File: src/rtl/ssram_arbiter_pkg.sv
// Shared definitions for the two-requester SSRAM burst arbiter.
package ssram_arbiter_pkg;
  localparam int ADDR_W_DEF = 9;
  localparam int DATA_W_DEF = 32;
  localparam int LEN_W      = 4;

  typedef enum logic [1:0] {
    IDLE  = 2'd0,
    BURST = 2'd1,
    DRAIN = 2'd2
  } state_t;
endpackage

File: src/rtl/ssram_port_arbiter_if.sv
// Requester and SSRAM-port signals of the burst arbiter; slave = arbiter side.
interface ssram_port_arbiter_if
  import ssram_arbiter_pkg::*;
#(
  parameter int ADDR_WIDTH = ADDR_W_DEF,
  parameter int DATA_WIDTH = DATA_W_DEF
);
  logic                  req0, req1, we0, we1;
  logic [ADDR_WIDTH-1:0] addr0, addr1;
  logic [LEN_W-1:0]      len0, len1;
  logic [DATA_WIDTH-1:0] wdata0, wdata1;
  logic                  grant0, grant1, ack0, ack1;
  logic                  rvalid0, rvalid1, done0, done1;
  logic [DATA_WIDTH-1:0] rdata;
  logic [ADDR_WIDTH-1:0] ramAddress;
  logic                  ramWriteEnable;
  logic [DATA_WIDTH-1:0] ramDataIn, ramDataOut;

  modport slave (
    input  req0, req1, we0, we1, addr0, addr1, len0, len1, wdata0, wdata1, ramDataOut,
    output grant0, grant1, ack0, ack1, rvalid0, rvalid1, done0, done1, rdata,
           ramAddress, ramWriteEnable, ramDataIn
  );

  modport master (
    output req0, req1, we0, we1, addr0, addr1, len0, len1, wdata0, wdata1, ramDataOut,
    input  grant0, grant1, ack0, ack1, rvalid0, rvalid1, done0, done1, rdata,
           ramAddress, ramWriteEnable, ramDataIn
  );
endinterface

File: src/rtl/ssram_rr_pick.sv
// Two-way round-robin pick: on a tie the requester that did not win last time wins.
module ssram_rr_pick (
  input  logic req0,
  input  logic req1,
  input  logic lastGrant,
  output logic winner,
  output logic valid
);
  assign valid  = req0 | req1;
  assign winner = (req0 & req1) ? ~lastGrant : req1;
endmodule

File: src/rtl/ssram_port_arbiter.sv
// Arbitrates two burst requesters onto one SSRAM port (1-cycle registered read data).
module ssram_port_arbiter
  import ssram_arbiter_pkg::*;
#(
  parameter int ADDR_WIDTH = ADDR_W_DEF,
  parameter int DATA_WIDTH = DATA_W_DEF
) (
  input logic                 clock,
  input logic                 nReset,
  ssram_port_arbiter_if.slave bus
);
  state_t                state, stateNxt;
  logic                  owner, dir, lastGrant, rdPend;
  logic                  winner, pickValid;
  logic [ADDR_WIDTH-1:0] addrCnt, addrHold;
  logic [LEN_W-1:0]      beatCnt;

  ssram_rr_pick u_pick (
    .req0      (bus.req0),
    .req1      (bus.req1),
    .lastGrant (lastGrant),
    .winner    (winner),
    .valid     (pickValid)
  );

  always_ff @(posedge clock or negedge nReset) begin
    if (!nReset) state <= IDLE;
    else         state <= stateNxt;
  end

  // Burst context is captured only in IDLE, so requester changes mid-burst are ignored.
  always_ff @(posedge clock or negedge nReset) begin
    if (!nReset) begin
      owner     <= 1'b0;
      dir       <= 1'b0;
      lastGrant <= 1'b1;
      addrCnt   <= '0;
      beatCnt   <= '0;
      addrHold  <= '0;
      rdPend    <= 1'b0;
    end else begin
      rdPend <= (state == BURST) && !dir;
      if (state == IDLE && pickValid) begin
        owner     <= winner;
        lastGrant <= winner;
        dir       <= winner ? bus.we1   : bus.we0;
        addrCnt   <= winner ? bus.addr1 : bus.addr0;
        beatCnt   <= winner ? bus.len1  : bus.len0;
      end else if (state == BURST) begin
        addrCnt  <= addrCnt + 1'b1;
        beatCnt  <= beatCnt - 1'b1;
        addrHold <= addrCnt;
      end
    end
  end

  always_comb begin
    stateNxt           = state;
    bus.grant0         = 1'b0;
    bus.grant1         = 1'b0;
    bus.ack0           = 1'b0;
    bus.ack1           = 1'b0;
    bus.done0          = 1'b0;
    bus.done1          = 1'b0;
    bus.ramWriteEnable = 1'b0;
    bus.ramDataIn      = '0;
    case (state)
      IDLE: if (pickValid) stateNxt = BURST;
      BURST: begin
        bus.grant0         = !owner;
        bus.grant1         = owner;
        bus.ack0           = dir && !owner;
        bus.ack1           = dir && owner;
        bus.ramWriteEnable = dir;
        bus.ramDataIn      = owner ? bus.wdata1 : bus.wdata0;
        if (beatCnt == '0) stateNxt = DRAIN;
      end
      DRAIN: begin
        bus.done0 = !owner;
        bus.done1 = owner;
        stateNxt  = IDLE;
      end
      default: stateNxt = IDLE;
    endcase
  end

  // Address holds the last burst address while the port is idle.
  assign bus.ramAddress = (state == BURST) ? addrCnt : addrHold;
  assign bus.rvalid0    = rdPend && !owner;
  assign bus.rvalid1    = rdPend && owner;
  assign bus.rdata      = rdPend ? bus.ramDataOut : '0;
endmodule

File: src/flat_wrapper.sv
// flat-port wrapper written by rule: the top's interface ports become plain ports
module ssram_port_arbiter_flat import ssram_arbiter_pkg::*;
#(
  parameter int ADDR_WIDTH = ADDR_W_DEF,
  parameter int DATA_WIDTH = DATA_W_DEF
)
  (clock, nReset, bus_req0, bus_req1, bus_we0, bus_we1, bus_addr0, bus_addr1, bus_len0, bus_len1, bus_wdata0, bus_wdata1, bus_ramDataOut, bus_grant0, bus_grant1, bus_ack0, bus_ack1, bus_rvalid0, bus_rvalid1, bus_done0, bus_done1, bus_rdata, bus_ramAddress, bus_ramWriteEnable, bus_ramDataIn);
  ssram_port_arbiter_if #(.ADDR_WIDTH(ADDR_WIDTH), .DATA_WIDTH(DATA_WIDTH)) bus_i ();
  input logic clock;
  input logic nReset;
  input wire logic [$bits(bus_i.req0)-1:0] bus_req0;
  input wire logic [$bits(bus_i.req1)-1:0] bus_req1;
  input wire logic [$bits(bus_i.we0)-1:0] bus_we0;
  input wire logic [$bits(bus_i.we1)-1:0] bus_we1;
  input wire logic [$bits(bus_i.addr0)-1:0] bus_addr0;
  input wire logic [$bits(bus_i.addr1)-1:0] bus_addr1;
  input wire logic [$bits(bus_i.len0)-1:0] bus_len0;
  input wire logic [$bits(bus_i.len1)-1:0] bus_len1;
  input wire logic [$bits(bus_i.wdata0)-1:0] bus_wdata0;
  input wire logic [$bits(bus_i.wdata1)-1:0] bus_wdata1;
  input wire logic [$bits(bus_i.ramDataOut)-1:0] bus_ramDataOut;
  output wire logic [$bits(bus_i.grant0)-1:0] bus_grant0;
  output wire logic [$bits(bus_i.grant1)-1:0] bus_grant1;
  output wire logic [$bits(bus_i.ack0)-1:0] bus_ack0;
  output wire logic [$bits(bus_i.ack1)-1:0] bus_ack1;
  output wire logic [$bits(bus_i.rvalid0)-1:0] bus_rvalid0;
  output wire logic [$bits(bus_i.rvalid1)-1:0] bus_rvalid1;
  output wire logic [$bits(bus_i.done0)-1:0] bus_done0;
  output wire logic [$bits(bus_i.done1)-1:0] bus_done1;
  output wire logic [$bits(bus_i.rdata)-1:0] bus_rdata;
  output wire logic [$bits(bus_i.ramAddress)-1:0] bus_ramAddress;
  output wire logic [$bits(bus_i.ramWriteEnable)-1:0] bus_ramWriteEnable;
  output wire logic [$bits(bus_i.ramDataIn)-1:0] bus_ramDataIn;
  assign bus_i.req0 = bus_req0;
  assign bus_i.req1 = bus_req1;
  assign bus_i.we0 = bus_we0;
  assign bus_i.we1 = bus_we1;
  assign bus_i.addr0 = bus_addr0;
  assign bus_i.addr1 = bus_addr1;
  assign bus_i.len0 = bus_len0;
  assign bus_i.len1 = bus_len1;
  assign bus_i.wdata0 = bus_wdata0;
  assign bus_i.wdata1 = bus_wdata1;
  assign bus_i.ramDataOut = bus_ramDataOut;
  assign bus_grant0 = bus_i.grant0;
  assign bus_grant1 = bus_i.grant1;
  assign bus_ack0 = bus_i.ack0;
  assign bus_ack1 = bus_i.ack1;
  assign bus_rvalid0 = bus_i.rvalid0;
  assign bus_rvalid1 = bus_i.rvalid1;
  assign bus_done0 = bus_i.done0;
  assign bus_done1 = bus_i.done1;
  assign bus_rdata = bus_i.rdata;
  assign bus_ramAddress = bus_i.ramAddress;
  assign bus_ramWriteEnable = bus_i.ramWriteEnable;
  assign bus_ramDataIn = bus_i.ramDataIn;
  ssram_port_arbiter #(.ADDR_WIDTH(ADDR_WIDTH), .DATA_WIDTH(DATA_WIDTH)) u_core (.clock(clock), .nReset(nReset), .bus(bus_i));
endmodule
File: config.mk
export PLATFORM = sky130hd
export DESIGN_NAME = ssram_port_arbiter_flat
export DESIGN_NICKNAME = d
export VERILOG_FILES = /design/src/rtl/ssram_arbiter_pkg.sv /design/src/rtl/ssram_port_arbiter_if.sv /design/src/rtl/ssram_rr_pick.sv /design/src/rtl/ssram_port_arbiter.sv /design/src/flat_wrapper.sv
export SDC_FILE = /design/constraint.sdc
export NUM_CORES = 1
export LEC_CHECK = 0
export ABC_CLOCK_PERIOD_IN_PS = 2000
export CAP_MARGIN = 10
export CORE_ASPECT_RATIO = 1.2
export CORE_MARGIN = 4
export CORE_UTILIZATION = 33
export CTS_BUF_LIST = sky130_fd_sc_hd__clkbuf_4 sky130_fd_sc_hd__clkbuf_8
export DETAILED_ROUTE_END_ITERATION = 12
export GPL_ROUTABILITY_DRIVEN = 0
export PLACE_DENSITY = 0.88
export SYNTH_ARGS = -nofsm -noshare
export SYNTH_HDL_FRONTEND = slang
export SYNTH_HIERARCHICAL = 1
export SYNTH_SLANG_ARGS = --single-unit
File: constraint.sdc
create_clock -name clock -period 2 [get_ports clock]
set_input_delay 0.4 -clock clock [delete_from_list [all_inputs] [get_ports clock]]
set_output_delay 0.4 -clock clock [all_outputs]
set_load 0.01 [all_outputs]
==> results of run 1 <==
==> logic make-up (layout without fill, tap and decap cells) <==
logic type | Yosys count | in the layout | share of synthesized area, %
and+or+nand+nor | 154 | 154 | 31.0
muxes | 50 | 50 | 21.2
AOI/OAI and AO/OA | 42 | 42 | 11.5
buffers and inverters | 29 | 238 | 5.72
DFF | 28 | 28 | 29.5
adders and majority gates | 2 | 2 | 1.05
==> cell type report <==
class / count / area (um2)
Timing Repair Buffer: 230 / 2240
Clock buffer: 4 / 55.1
Multi-Input combinational cell: 248 / 1570
Tap cell: 87 / 109
Fill cell: 556 / 2250
Sequential cell: 28 / 704
Inverter: 4 / 15.0
==> per-stage QoR <==
stage	cells	hold slack, ns	power [W]
3_3_place_gp	596	0.453	0.00525
6_report	601	0.478	0.00538
4_1_cts	601	0.479	0.00542
3_5_place_dp	596	0.456	0.00537
2_1_floorplan	305	0.104	0.00321
5_1_grt	601	0.508	0.00580
==> synthesized netlist by cell type <==
master	number	area (um2)
nor2_1	53	199
mux2i_1	46	460
nand2_1	39	146
and2_1	36	225
dfrtp_1	27	676
a21oi_1	16	80.1
buf_2	16	80.1
clkbuf_1	7	26.3
o21ai_0	6	30.0
o22ai_1	6	37.5
nor2b_1	5	31.3
nor3_1	5	25.0
and3_1	4	25.0
inv_1	4	15.0
mux2_2	4	45.0
nand3_1	4	20.0
a2bb2oi_1	2	17.5
buf_4	2	15.0
ha_1	2	25.0
nor3b_1	2	15.0
o21bai_1	2	15.0
o221ai_1	2	17.5
a211o_1	1	8.76
a21boi_1	1	7.51
a221oi_1	1	8.76
a311oi_1	1	8.76
a311oi_2	1	15.0
a41oi_1	1	8.76
and3_4	1	11.3
dfstp_2	1	26.3
nand2_2	1	6.26
nand3_2	1	10.0
nand4_1	1	6.26
nor3b_2	1	12.5
o211ai_1	1	7.51
o221a_2	1	11.3
or2_1	1	6.26
==> tightest hold or removal path, cell delays in order (launching register included) <==
cell and delay (ns):
dfrtp_1 0.33, nand2_1 0.06, nand2_1 0.06
==> routing by layer <==
metal | track usage [%] | wire length [um] | part of all wire (%)
met5 | 0 | 27 | 0.26
met4 | 4.75 | 131 | 1.3
met3 | 5.64 | 967 | 9.5
met2 | 41.1 | 5080 | 50
met1 | 27.1 | 3990 | 39
==> registers in the layout, indices dropped and copies added (netlist names) <==
name              count
u_core/owner          1
u_core/beatCnt        4
u_core/rdPend         1
u_core/dir            1
u_core/lastGrant      1
u_core/state          2
u_core/addrCnt        9
u_core/addrHold       9
==> worst paths after layout <==
kind | from | to | slack, ns | cells past startpoint
max | bus_ramDataOut[8] | bus_rdata[8] | 0.06 | 3
min | u_core/addrHold[1] | u_core/addrHold[1] | 0.48 | 2
max reg2reg | u_core/state[0] | u_core/addrCnt[6] | 0.38 | 7
min reg2reg | u_core/addrHold[1] | u_core/addrHold[1] | 0.48 | 2
max in group asynchronous | nReset | u_core/lastGrant | 1.19 | 2
min in group asynchronous | nReset | u_core/addrHold[8] | 0.49 | 2
==> power groups by stage <==
stage / combinational, W / sequential (W) / clock (W)
2_1_floorplan: 0.00219 / 0.00102 / 0
4_1_cts: 0.00393 / 0.00114 / 0.000354
6_report: 0.00389 / 0.00114 / 0.000344
3_3_place_gp: 0.00413 / 0.00111 / 0
5_1_grt: 0.00423 / 0.00119 / 0.000383
3_5_place_dp: 0.00423 / 0.00114 / 0
==> repair_timing <==
action / CTS / global route
buffers inserted: 1 / 0
setup endpoints to repair: 50 / 11
resized for setup: 55 / 12
gates cloned: 0 / 0
pin swaps: 1 / 0
==> impl_metrics.py, run 1 <==
metrics = {
    "floorplan": {
        "start_util_pct": 34.3,
        "die_w_um": 85.6,
        "row_count": 33,
        "fp.dieArea_um2": 8650,
        "coreArea_um2": 6940,
        "io_pins": 210,
        "dieHeight_um": 101,
    },
    "global_routing": {
        "grt_overflow_total": 0,
        "grt_max_degree": 37,
        "grt_pass1_wl_um": 15400,
        "first_global_vias": 2913,
        "grtUsageTotal_pct": 22.7,
        "antenna_found_initial": 2,
    },
    "clock_tree": {
        "clk_path_buf_depth": 2,
        "cts.sink_count": 28,
        "numCtsBuffers": 3,
        "clkLatencyLatePin_ns": 0.27,
        "cts_max_level": 1,
        "cts_tree": "yes",
        "cts_root_buffer": "clkbuf_8",
        "cts_hold_buf": 0,
        "clk_pin_slew_ns": 0.09,
    },
    "placement": {
        "dp_hpwl_um": 8500,
        "io_buffers": 209,
        "preCtsSetupSlack_ns": -0.100,
        "placed_area_um2": 4650,
    },
    "critical_path": {
        "crit_type": "primary input to primary output",
        "max_stage_delay_ns": 0.54,
        "crit_top_cell": "clkdlybuf4s50_1",
        "cp.arrival_ns": 1.54,
        "cp-start-kind": "primary input",
        "critPathRequiredTime_ns": 1.60,
        "critPathMaxFanout": 1,
        "crit_family": "buffers and inverters",
        "crit_path_end_kind": "primary output",
        "crit_chain": "clkdlybuf4s50_1, and2_1, clkdlybuf4s50_1",
        "cp_slowest_cell": "clkdlybuf4s50_1",
        "cp.buffers_inverters": 2,
    },
    "timing": {
        "tightest_slew_ns": 0.359,
        "setup_violations": 0,
        "clock_skew_ns": 0.00162,
        "finalCriticalPeriod_ns": 1.94,
        "hold_viol_final": 0,
        "fin_tns_setup_ns": 0,
        "finalCritPeriodShare_pct": 97.1,
        "maxSlewViolCount": 0,
        "rsz0062_at_grt": "false",
        "fmax_mhz": 515,
        "max_slew_margin_pct": 76.1,
        "fin_ws_ns": 0.0581,
    },
    "route": {
        "vias": 2987,
        "vias_per_cell": 4.97,
        "drt-pass1-iter-count": 4,
        "drt_iter0_drc": 75,
        "wirelength_um": 10200,
        "wire_per_inst_um": 17.0,
        "route.detailed.drc": 0,
        "ant_nets": 0,
    },
    "synth": {
        "syn_nets": 435,
        "synth-seq-cells": 28,
        "yosysUniqueCellTypes": 37,
        "avgSynthCellArea_um2": 7.81,
        "syn_area_um2": 2380,
        "yosysSeqAreaShare_pct": 29.5,
        "netlist_instances": 305,
        "synth.yosys.warnings": 6,
    },
    "pwr": {
        "ir_drop_mv": 0.688,
        "pwr-share-clk_pct": 6.4,
        "sw_frac_of_total_pct": 43.7,
        "p_seq_share_pct": 21.3,
        "p_int_w": 0.00303,
        "switching_power_w": 0.00235,
        "p_comb_share_pct": 72.3,
        "powerDensity_nw_per_um2": 1150,
        "p_leak_nw": 2.14,
    },
    "cells_and_area": {
        "final_common_cell": "clkdlybuf4s50_1",
        "drive_above_1_share_pct": 8.75,
        "diodes": 0,
        "layout_common_cells": "clkdlybuf4s50_1, nor2_1, mux2i_1",
        "post-route-util_pct": 67.6,
        "final_nets": 645,
        "area_growth_pct": 96.7,
        "final_area_um2": 4690,
    },
    "status": {
        "status": "finished clean",
    },
    "job": {
        "cap_violations": 0,
    },
    "hold_path": {
        "hold_path_class": "register to register",
    },
}
Note: power is estimated with default switching activity, not from simulation.
==> inputs of run 2 (changes only) <==
--- a/config.mk
+++ b/config.mk
@@ -8,11 +8,11 @@
 export ABC_CLOCK_PERIOD_IN_PS = 2000
 export CAP_MARGIN = 10
 export CORE_ASPECT_RATIO = 1.2
-export CORE_MARGIN = 4
 export CORE_UTILIZATION = 33
 export CTS_BUF_LIST = sky130_fd_sc_hd__clkbuf_4 sky130_fd_sc_hd__clkbuf_8
 export DETAILED_ROUTE_END_ITERATION = 12
 export GPL_ROUTABILITY_DRIVEN = 0
+export GPL_TIMING_DRIVEN = 0
 export PLACE_DENSITY = 0.88
 export SYNTH_ARGS = -nofsm -noshare
 export SYNTH_HDL_FRONTEND = slang
==> run 2 against run 1 <==
Non-clock buffer count rose by 11. Sequential power barely moved. Clock-buffer cell count did not move. Cell count rose by 1.8%. Critical path depth did not move.
==> impl_metrics.py, run 2 (synthesized netlist as in run 1, its figures left out) <==
metrics = {
    "route": {
        "ant_nets": 0,
        "drt_iter0_drc": 123,
        "vias_per_cell": 5.05,
        "wire_per_inst_um": 16.9,
        "wirelength_um": 10300,
        "vias": 3089,
        "drt-pass1-iter-count": 7,
        "route.detailed.drc": 0,
    },
    "clock_tree": {
        "clk_pin_slew_ns": 0.10,
        "cts_root_buffer": "clkbuf_8",
        "cts_tree": "yes",
        "clkLatencyLatePin_ns": 0.27,
        "clk_path_buf_depth": 2,
        "cts.sink_count": 28,
        "numCtsBuffers": 3,
        "cts_max_level": 1,
    },
    "global_routing": {
        "antenna_found_initial": 1,
        "first_global_vias": 2959,
        "grt_max_degree": 29,
        "grtUsageTotal_pct": 26.4,
        "grt_pass1_wl_um": 15200,
        "grt_overflow_total": 0,
    },
    "critical_path": {
        "max_stage_delay_ns": 0.55,
        "cp.arrival_ns": 1.58,
        "r2r_end": "u_core/owner",
        "crit_type": "primary input to primary output",
        "ff2ff_path_depth": 4,
        "critPathRequiredTime_ns": 1.60,
        "crit_chain": "clkdlybuf4s50_1, and2_1, clkdlybuf4s50_1",
        "cp_slowest_cell": "clkdlybuf4s50_1",
        "regToRegStartpoint": "u_core/state[0]",
        "r2r_slack_ns": 0.34,
        "crit_top_cell": "clkdlybuf4s50_1",
        "crit_path_end_kind": "primary output",
        "cp-start-kind": "primary input",
        "critPathMaxFanout": 1,
    },
    "floorplan": {
        "row_count": 33,
        "dieHeight_um": 95.1,
        "io_pins": 210,
        "start_util_pct": 34.5,
        "coreArea_um2": 6900,
        "die_w_um": 79.6,
        "fp.dieArea_um2": 7560,
    },
    "timing": {
        "tightest_slew_ns": 0.613,
        "finalCriticalPeriod_ns": 1.98,
        "fmax_mhz": 506,
        "fin_ws_ns": 0.0243,
        "max_slew_margin_pct": 59.1,
        "hold_viol_final": 0,
        "maxSlewViolCount": 0,
        "rsz0062_at_grt": "true",
        "finalCritPeriodShare_pct": 98.8,
        "setup_violations": 0,
        "clock_skew_ns": 0.00635,
    },
    "cells_and_area": {
        "final_nets": 656,
        "reg_top3": "u_core/addrCnt x9, u_core/addrHold x9, u_core/beatCnt x4",
        "diodes": 0,
        "layout_common_cells": "clkdlybuf4s50_1, nor2_1, mux2i_1",
        "area_growth_pct": 98.4,
        "fillers": 569,
        "drive_above_1_share_pct": 13.0,
        "final_common_cell": "clkdlybuf4s50_1",
    },
    "pwr": {
        "p_leak_nw": 2.21,
        "power_w": 0.00555,
        "powerDensity_nw_per_um2": 1170,
        "ir_drop_mv": 0.741,
    },
    "placement": {
        "io_buffers": 209,
        "dp_hpwl_um": 8340,
        "preCtsSetupSlack_ns": -0.504,
    },
    "hold_path": {
        "hold_path_class": "primary input to async pin",
    },
    "status": {
        "status": "finished clean",
    },
    "job": {
        "cap_violations": 0,
    },
}
run 2: cell count changes in the layout (fill, tap and decap cells not counted), sizes merged:
cell	before	now
clkdlybuf4s50	159	154
dlymetal6s2s	2	4
clkbuf	7	11
clkdlybuf4s15	1	5
dlygate4sd2	44	33
buf	21	38
run 2: worst max path at each step:
stage | startpoint | to | slack [ns] | cells after the start
finish | bus_ramDataOut[14] | bus_rdata[14] | 0.02 | 3
global route | u_core/state[0] | bus_ack0 | -0.01 | 5
CTS | u_core/state[0] | bus_ramAddress[5] | 0.005 | 7
detailed placement | u_core/state[1] | bus_ramDataIn[22] | -0.50 | 7
global placement | u_core/state[1] | bus_ramDataIn[22] | -0.49 | 7
floorplan | u_core/state[1] | bus_ramDataIn[21] | 0.35 | 6
run 2: timing repair:
item                                    CTS  global route
pin swaps                                 0             0
endpoints found under the setup margin   80            28
buffers inserted                          3             4
resized for setup                       121            20
hold buffers                              0             0
gates cloned                              0             1
run 2: worst max-delay path, delay by kind of cell:
family	cells	cell delay [ns]
simple gates	1	0.16
buf+inv	2	1.01
run 2: stage by stage:
stage	std cells	hold slack, ns	cell area, um2	setup TNS, ns	util [%]
finish	612	0.125	4730	0	68.5
global placement	601	0.453	4580	-10.94	66.5
CTS	607	0.479	4680	0	67.9
global route	612	0.178	4730	-0.0570	68.5
floorplan	305	0.104	2380	0	-
detailed placement	601	0.457	4580	-11.82	66.5
run 2: report_power, final:
part           switching [W]  leakage [nW]  internal, W
clock network       0.000172        0.0262     0.000156
registers           0.000249         0.320     0.000861
logic                0.00203          1.86      0.00207
run 2: layout make-up:
cell class / count / area [um2] / share of cell area (%)
inverters: 4 / 20.0 / 0.424
flip-flops and latches: 28 / 704 / 14.9
clock buffers: 4 / 48.8 / 1.03
repair buffers: 217 / 2060 / 43.5
well taps: 87 / 109 / 2.30
multi-input cells: 248 / 1580 / 33.4
plain buffers: 24 / 209 / 4.42
run 2: routing by layer:
layer / GRT usage [%] / routed length [um]
met5: 0 / 13
met4: 6.06 / 167
met3: 6.12 / 1180
met2: 47.2 / 4950
met1: 31.8 / 4020
